### src/rtl/regfile_mp.sv
// Multi-port register file with a DEPTH-cycle initialisation sweep, same-cycle
// write forwarding and a per-entry pending scoreboard for reserved destinations.

module regfile_mp_rdport #(
  parameter int DATA_W   = 32,
  parameter int ADDR_W   = 5,
  parameter int DEPTH    = 32,
  parameter int ZERO_REG = 1
) (
  input  logic                           ready,
  input  logic [ADDR_W-1:0]              addr,
  input  logic [DEPTH-1:0][DATA_W-1:0]   mem,
  input  logic [DEPTH-1:0]               pend,
  input  logic                           wr0_ok,
  input  logic [ADDR_W-1:0]              wr0_addr,
  input  logic [DATA_W-1:0]              wr0_data,
  input  logic                           wr1_ok,
  input  logic [ADDR_W-1:0]              wr1_addr,
  input  logic [DATA_W-1:0]              wr1_data,
  output logic [DATA_W-1:0]              data,
  output logic                           busy
);
  logic hit0, hit1, live;

  assign hit0 = wr0_ok && (wr0_addr == addr);
  assign hit1 = wr1_ok && (wr1_addr == addr);
  assign live = ready && !(ZERO_REG != 0 && addr == '0);

  // wr1 outranks wr0 so forwarding matches what the array will hold next cycle
  always_comb begin
    data = '0;
    busy = 1'b0;
    if (live) begin
      if (hit1)      data = wr1_data;
      else if (hit0) data = wr0_data;
      else           data = mem[addr];
      busy = pend[addr] && !(hit0 || hit1);
    end
  end
endmodule

module regfile_mp #(
  parameter int                DATA_W   = 32,
  parameter int                ADDR_W   = 5,
  parameter int                NUM_RD   = 2,
  parameter int                ZERO_REG = 1,
  parameter int                SP_IDX   = 29,
  parameter logic [DATA_W-1:0] SP_INIT  = 32'h000007fc
) (
  input  logic                     clk,
  input  logic                     reset,
  input  logic                     clear,
  input  logic [NUM_RD*ADDR_W-1:0] rd_addr,
  output logic [NUM_RD*DATA_W-1:0] rd_data,
  output logic [NUM_RD-1:0]        rd_busy,
  input  logic                     wr0_en,
  input  logic [ADDR_W-1:0]        wr0_addr,
  input  logic [DATA_W-1:0]        wr0_data,
  input  logic                     wr1_en,
  input  logic [ADDR_W-1:0]        wr1_addr,
  input  logic [DATA_W-1:0]        wr1_data,
  input  logic                     rsv_en,
  input  logic [ADDR_W-1:0]        rsv_addr,
  output logic                     ready,
  output logic                     wr_drop
);
  localparam int DEPTH = 2**ADDR_W;
  localparam logic [ADDR_W:0] LAST = (ADDR_W+1)'(DEPTH-1);

  typedef enum logic {INIT, READY} state_t;

  state_t                      state, state_nx;
  logic [ADDR_W:0]             cnt, cnt_nx;
  logic [DEPTH-1:0][DATA_W-1:0] mem;
  logic [DEPTH-1:0]            pend, pend_nx;
  logic                        drop_nx;
  logic                        wr0_ok, wr1_ok, rsv_ok;

  function automatic logic writable(input logic [ADDR_W-1:0] a);
    return !(ZERO_REG != 0 && a == '0);
  endfunction

  function automatic logic [DATA_W-1:0] init_val(input logic [ADDR_W-1:0] a);
    return (a == ADDR_W'(SP_IDX)) ? SP_INIT : '0;
  endfunction

  assign ready  = (state == READY);
  assign wr0_ok = ready && wr0_en && writable(wr0_addr);
  assign wr1_ok = ready && wr1_en && writable(wr1_addr);
  assign rsv_ok = ready && rsv_en && writable(rsv_addr);

  always_comb begin
    state_nx = state;
    cnt_nx   = cnt;
    pend_nx  = pend;
    drop_nx  = 1'b0;
    case (state)
      INIT: begin
        drop_nx = wr0_en || wr1_en || rsv_en;
        pend_nx = '0;
        if (clear) begin
          cnt_nx = '0;
        end else if (cnt == LAST) begin
          cnt_nx   = '0;
          state_nx = READY;
        end else begin
          cnt_nx = cnt + 1'b1;
        end
      end
      default: begin
        if (clear) begin
          state_nx = INIT;
          cnt_nx   = '0;
          pend_nx  = '0;
        end else begin
          // clear-on-write first, then set, so reserve+write leaves it pending
          if (wr0_ok) pend_nx[wr0_addr] = 1'b0;
          if (wr1_ok) pend_nx[wr1_addr] = 1'b0;
          if (rsv_ok) pend_nx[rsv_addr] = 1'b1;
        end
      end
    endcase
  end

  always_ff @(posedge clk or posedge reset) begin
    if (reset) begin
      state   <= INIT;
      cnt     <= '0;
      pend    <= '0;
      wr_drop <= 1'b0;
    end else begin
      state   <= state_nx;
      cnt     <= cnt_nx;
      pend    <= pend_nx;
      wr_drop <= drop_nx;
    end
  end

  // Array is not reset; the INIT sweep overwrites it. reset gates the edge
  // so a write coinciding with reset is aborted.
  always_ff @(posedge clk) begin
    if (!reset) begin
      if (state == INIT) begin
        mem[cnt[ADDR_W-1:0]] <= init_val(cnt[ADDR_W-1:0]);
      end else begin
        if (wr0_ok) mem[wr0_addr] <= wr0_data;
        if (wr1_ok) mem[wr1_addr] <= wr1_data;
      end
    end
  end

  for (genvar k = 0; k < NUM_RD; k++) begin : g_rd
    regfile_mp_rdport #(
      .DATA_W(DATA_W), .ADDR_W(ADDR_W), .DEPTH(DEPTH), .ZERO_REG(ZERO_REG)
    ) u_rd (
      .ready    (ready),
      .addr     (rd_addr[k*ADDR_W +: ADDR_W]),
      .mem      (mem),
      .pend     (pend),
      .wr0_ok   (wr0_ok),
      .wr0_addr (wr0_addr),
      .wr0_data (wr0_data),
      .wr1_ok   (wr1_ok),
      .wr1_addr (wr1_addr),
      .wr1_data (wr1_data),
      .data     (rd_data[k*DATA_W +: DATA_W]),
      .busy     (rd_busy[k])
    );
  end
endmodule

### config.mk
export PLATFORM = sky130hd
export DESIGN_NAME = regfile_mp
export DESIGN_NICKNAME = d
export VERILOG_FILES = /design/src/rtl/regfile_mp.sv
export SDC_FILE = /design/constraint.sdc
export NUM_CORES = 2
export LEC_CHECK = 0
export BUFFER_PORTS_ARGS = -buffer_cell sky130_fd_sc_hd__clkbuf_2
export CAP_MARGIN = 20
export CORE_AREA = 4 4 498 451
export CTS_BUF_LIST = sky130_fd_sc_hd__clkbuf_8
export DETAILED_ROUTE_END_ITERATION = 10
export DIE_AREA = 0 0 502 455
export PLACE_DENSITY = 0.53
export SLEW_MARGIN = 20
export SYNTH_ARGS = -nofsm -noshare
export SYNTH_HDL_FRONTEND = slang
export SYNTH_SLANG_ARGS = --single-unit
### constraint.sdc
create_clock -name clk -period 9.4 [get_ports clk]
set_clock_uncertainty 0.15 [all_clocks]
set_input_delay 0.94 -clock clk [delete_from_list [all_inputs] [get_ports clk]]
set_output_delay 0.94 -clock clk [all_outputs]
set_load 0.05 [all_outputs]
# Word-level counts from Yosys, hierarchy flattened
# Cells that the tools add are included.
[totals] ff_bits=1064 in_bits=95 out_inout_bits=68 elab_cells=148
[op_classes] add_sub_neg=1 order_cmp=10 eq_ne=7 muxes=55 n_bitwise=5 reduce_logical=34
[op_table] cell="$mux W1024" n=5
[op_table] cell="$bwmux W1024" n=3
[op_table] cell="$mux W32" n=20
[op_table] cell="$demux W32 S5" n=3
[op_table] cell="$bmux W32 S5" n=2
[op_table] cell="$and A32 B32 Y32" n=2
[op_table] cell="$not A32 Y32" n=2
[op_table] cell="$lt A5 B6 Y1 const B" n=6
[op_table] cell="$or A32 B32 Y32" n=1
[op_table] cell="$logic_not A5 Y1" n=5
[op_table] cell="$mux W6" n=4
[op_table] cell="$eq A5 B5 Y1" n=4
[op_table] cell="$ge A5 B1 Y1 const B" n=4
[op_table] cell="$logic_and A1 B1 Y1" n=18
[op_table] cell="$demux W1 S5" n=3
[op_table] cell="$mux W1" n=12
[op_table] cell="$mux W11" n=1
[op_table] cell="$bmux W1 S5" n=2
[op_table] cell="$logic_not A1 Y1" n=7
[op_table] cell="$add A6 B1 Y6 const B" n=1
[op_table] cell="$eq A6 B5 Y1 const B" n=1
[op_table] cell="$eq A5 B5 Y1 const B" n=1
[op_table] cell="$logic_or A1 B1 Y1" n=4
[op_table] cell="$ne A2 B2 Y1 const B" n=1

# Logic depth before layout (Yosys ltp)
[logic_depth] depth_word=17 ltp_mapped=11 mapped_depth_nobuf=6

# Cells and area by module
# Synthesis repeated with hierarchy kept, for this count alone.
[hier_totals] cells_unflattened=7940 hier_area_um2=75103.3
[by_module_without_submodules] module="regfile_mp" instances=1 cells_each=6136 area_per_inst_um2=55687.2 seq_area_each_um2=31750.5
[by_module_without_submodules] module="regfile_mp_rdport" instances=2 cells_each=902 area_per_inst_um2=9708.1 seq_area_each_um2=0.0

# Least setup slack after synthesis
# Ideal clock, no wire load.
[synth_path] path_kind="input port to output port" start="input port wr1_addr[3]" end="output port rd_data[10]" arrival_time_ns=3.359 required_ns=8.310 path_slack_ns=4.951 stages=8 cell_sequence="buf_2 > or4_4 > o211ai_4 > or4_1 > buf_4 > buf_6 > nand2_1 > o21ai_0"
[synth_via] elab_chain_len=6 elab_cells_between_ends=7
[synth_rtl] element="from (decl)" line_no="60" text="input logic [ADDR_W-1:0] wr1_addr,"
[synth_rtl] element="$logic_not A5 Y1" line_no="80" text="return !(ZERO_REG != 0 && a == '0);"
[synth_rtl] element="$logic_not A1 Y1" line_no="80"
[synth_rtl] element="$logic_and A1 B1 Y1" line_no="89" text="assign wr1_ok = ready && wr1_en && writable(wr1_addr);"
[synth_rtl] element="$logic_and A1 B1 Y1 (*)" line_no="26" text="assign hit1 = wr1_ok && (wr1_addr == addr);"
[synth_rtl] element="$mux W32 (*)" line_no="34" text="if (hit1) data = wr1_data;"
[synth_rtl] element="$mux W32 (*)" line_no="33" text="if (live) begin"
[synth_rtl] element="to (decl)" line_no="54" text="output logic [NUM_RD*DATA_W-1:0] rd_data,"
# Mark *: on every way between the ends. The rest lies on a longest branch, timed or not.

# Worst setup path in the final report
[layout_path] start="register state, in the netlist ready" end="output port rd_data[10]"
[layout_via] elab_chain_len=6 elab_cells_between_ends=10
[layout_rtl] element="from (decl)" line_no="72" text="state_t state, state_nx;"
[layout_rtl] element="from (signal assigned)" line_no="132" text="state <= state_nx;"
[layout_rtl] element="$logic_and A1 B1 Y1 (2 in series)" line_no="88" text="assign wr0_ok = ready && wr0_en && writable(wr0_addr);"
[layout_rtl] element="$logic_and A1 B1 Y1" line_no="25" text="assign hit0 = wr0_ok && (wr0_addr == addr);"
[layout_rtl] element="$mux W32" line_no="35" text="else if (hit0) data = wr0_data;"
[layout_rtl] element="$mux W32" line_no="34"
[layout_rtl] element="$mux W32 (*)" line_no="33"
# Marked as above.

==> results.ini <==
[run_status]
status=completed

[pwr]
irDropWorstVdd_uv=99.2
power_mw=10.8
power.leakage_nw=28.5
p_per_area_mw_per_mm2=131

[setup_path]
crit_path_cell_trace=buf_4 > buf_4 > inv_8 > a21oi_2 > buf_4 > nand2_1 > o21ai_0 > clkbuf_2
crit_fanout=73
r2r-start=ready$_DFF_PP0_
startpoint=ready$_DFF_PP0_
crit_arrival_ns=5.49
worstSetupEndpointType=output pin
crit_buf_inv=5
critPathLaunchType=flip-flop
crit_path_max_incr_delay_ns=1.12
worstSetupPathType=reg2out
cp.required_ns=8.31
path_common_cell=buf_4
slowest_stage=o21ai_0
crit_family=buffers and inverters

[floorplan]
io_pins=163
die_w_um=502
initial_utilization_pct=34.9
die_h_um=455
dieArea_sq_mm=0.228
num_rows=163
core_sq_mm=0.219

[sta]
max_freq_ghz=0.152
tightest_slew_ns=1.34
finalCritPeriodShare_pct=70.0
hold_violations=0
worst_hold_slack_ns=0.118
maxSlewHeadroom_pct=9.75
min_period_ns=6.58
setup_viol=0
slew_viol_final=0
finalSetupTns_ns=0
rsz0062_at_grt=no
final.setup.worst_slack_ns=2.82

[placement]
place_ws_ns=3.43
hpwlAfterDp_um=218000
place_inst=9601
placed_area_sq_mm=0.0787
place_congestion=0.973
io_buffer_count=162

[detailed_routing]
via_per_inst=7.05
wirelength_um=381000
drtIter0Drc=13000
via_count=70400
drtAntennaViolNets=0
drt-pass1-iter-count=7
drcViolationCount=0
post_drt_wl_per_cell_um=38.2

[logic_synthesis]
syn_area_sq_mm=0.0765
yosysUniqueCellTypes=65
syn_area_per_cell_sq_um=10.3
ys_async_sr_fraction_pct=3.76
synth_area_leaders=edfxtp_1, mux2i_1, mux4_2
yosysTopAreaCell=edfxtp_1
synth_ff_type=edfxtp_1
ys_seq_area_share_pct=41.5
yosys.area.top_type_share_pct=40.2
syn_nets=7500
synth_warnings=0
synth_cells=7401
synth_edf_count=1024
synth_seq_cells=1064

[global_route]
grt_use_total_pct=32.1
grt_max_degree=197
antenna_found_initial=25
gr-total-overflow=0
grt_pass1_vias=65100
grt_pass1_wl_um=526000

[cts]
cts_root_buffer=clkbuf_8
cts_tree=built
clk_pin_slew_ns=0.07
cts.sinks=1064
clockBufferDepth=3
cts_buffers=203
clk_latency_ns=0.98
cts-htree-levels=4

[final_layout]
drive_gt1_share_pct=15.5
utilization_pct=37.6
final_area_sq_mm=0.0823
stdcell_count=9984
area_growth_pct=7.66
finalNetCount=7020

[flow_run]
maxCapViolCount=0

[worst_hold_path]
holdCritPathClass=in2reg
min_from=wr1_en

## layer usage
layer | GRT usage, % | part of all wire [%] | vias to the layer above
met3 | 11.5 | 15 | 1381
met1 | 41.5 | 36 | 34900
met4 | 19.0 | 6.9 | 16
met2 | 45.9 | 42 | 6391
met5 | 1.01 | 0.086 | -
li1 | - | - | 27700
## Yosys cell counts (4+ instances only)
cell	number
a311oi_1	398
and3_1	19
a32oi_1	47
buf_2	158
o21ai_1	14
and2_1	40
nor4_1	7
dfrtp_1	40
o22ai_1	44
buf_1	106
nand3b_1	16
nand2b_1	13
nor2b_1	60
nand3_1	470
nand2_1	578
a211o_1	15
clkbuf_2	28
nor2_1	1051
a22oi_1	139
mux2i_1	929
a22o_1	41
o21ai_0	51
a31oi_1	5
buf_6	37
o32ai_1	4
o31ai_1	4
a211oi_1	583
a21oi_1	191
nor2_2	7
nor2_4	5
clkbuf_1	652
ha_1	4
nand4_1	36
edfxtp_1	1024
a21o_1	40
nor3_1	9
mux4_2	363
o221ai_1	31
xnor2_1	12
buf_4	65
xor2_1	11
inv_1	4
o211ai_1	19
## worst reg2reg max path, delay by kind of cell (launching register included)
family                 cells  cell delay (ns)
buffers and inverters      6             3.97
DFF                        1             0.59
AOI/OAI and AO/OA          1             0.17
## state kept, by name (all words and copies together) (netlist names)
register,count
pend,32
wr_drop,1
cnt,6
ready,1
mem,1024
## worst paths after layout
path | endpoint | slack, ns | depth (start not counted)
setup reg to reg | mem[296]$_DFFE_PP_ | 4.18 | 7
hold reg to reg | pend[21]$_DFF_PP0_ | 0.41 | 2
min in group asynchronous | cnt[0]$_DFFE_PP0P_ | 0.42 | 2
max in group asynchronous | ready$_DFF_PP0_ | 8.03 | 2
setup / recovery | rd_data[10] | 2.82 | 8
hold / removal | wr_drop$_DFF_PP0_ | 0.12 | 3
## what timing repair did
item / CTS / global route
endpoints found under the setup margin: 0 / 0
endpoints found under the hold margin: 1 / 0
buffers inserted: 0 / 0
gates resized for setup: 0 / 0
hold buffers: 1 / 0
## cells by family after synthesis
kind of cell | after synthesis | synth area share, %
buffers and inverters | 1051 | 6.14
multiplexers | 1292 | 22.8
flip-flops | 1064 | 41.5
XOR/XNOR | 23 | 0.263
AND/OR/NAND/NOR | 2337 | 13.2
adder cells (fa/ha/maj) | 4 | 0.0654
AO/OA/AOI/OAI | 1630 | 16.0
## layout by cell type, fill, tap and decap left out, types with 14 or more instances in the layout
cell	instances
a211o_1	15
a211oi_1	583
a21o_1	40
a21oi_1	175
a21oi_4	15
a22o_1	41
a22oi_1	139
a311oi_1	398
a32oi_1	47
and2_1	38
and3_1	18
buf_4	190
clkbuf_2	154
clkbuf_8	215
clkinv_1	55
clkinv_2	20
dfrtp_1	39
diode_2	14
edfxtp_1	1024
inv_1	72
mux2i_1	929
mux4_2	363
nand2_1	536
nand2_2	14
nand2_4	29
nand3_1	470
nand3b_1	16
nand4_1	36
nor2_1	1028
nor2_4	35
nor2b_1	49
o211ai_1	19
o21ai_0	51
o21ai_1	14
o221ai_1	31
o22ai_1	44
## power breakdown
| group | internal (mW) | switching (mW) | total [mW] | leakage, nW |
|---|---|---|---|---|
| clock | 2.12 | 2.29 | 4.41 | 2.09 |
| combinational | 0.329 | 0.851 | 1.18 | 16.4 |
| sequential | 5.16 | 0.0233 | 5.18 | 10.0 |
## final cells by class
type / instances / area [sq um]
Inverter: 5 / 27.5
Clock inverter: 152 / 652
Fill cell: 21300 / 136000
Timing Repair Buffer: 361 / 2500
Clock buffer: 215 / 2960
Sequential cell: 1064 / 31800
Multi-Input combinational cell: 5286 / 40800
Antenna cell: 14 / 35.0
Tap cell: 2887 / 3610
Power figures use the tool's default switching activity.
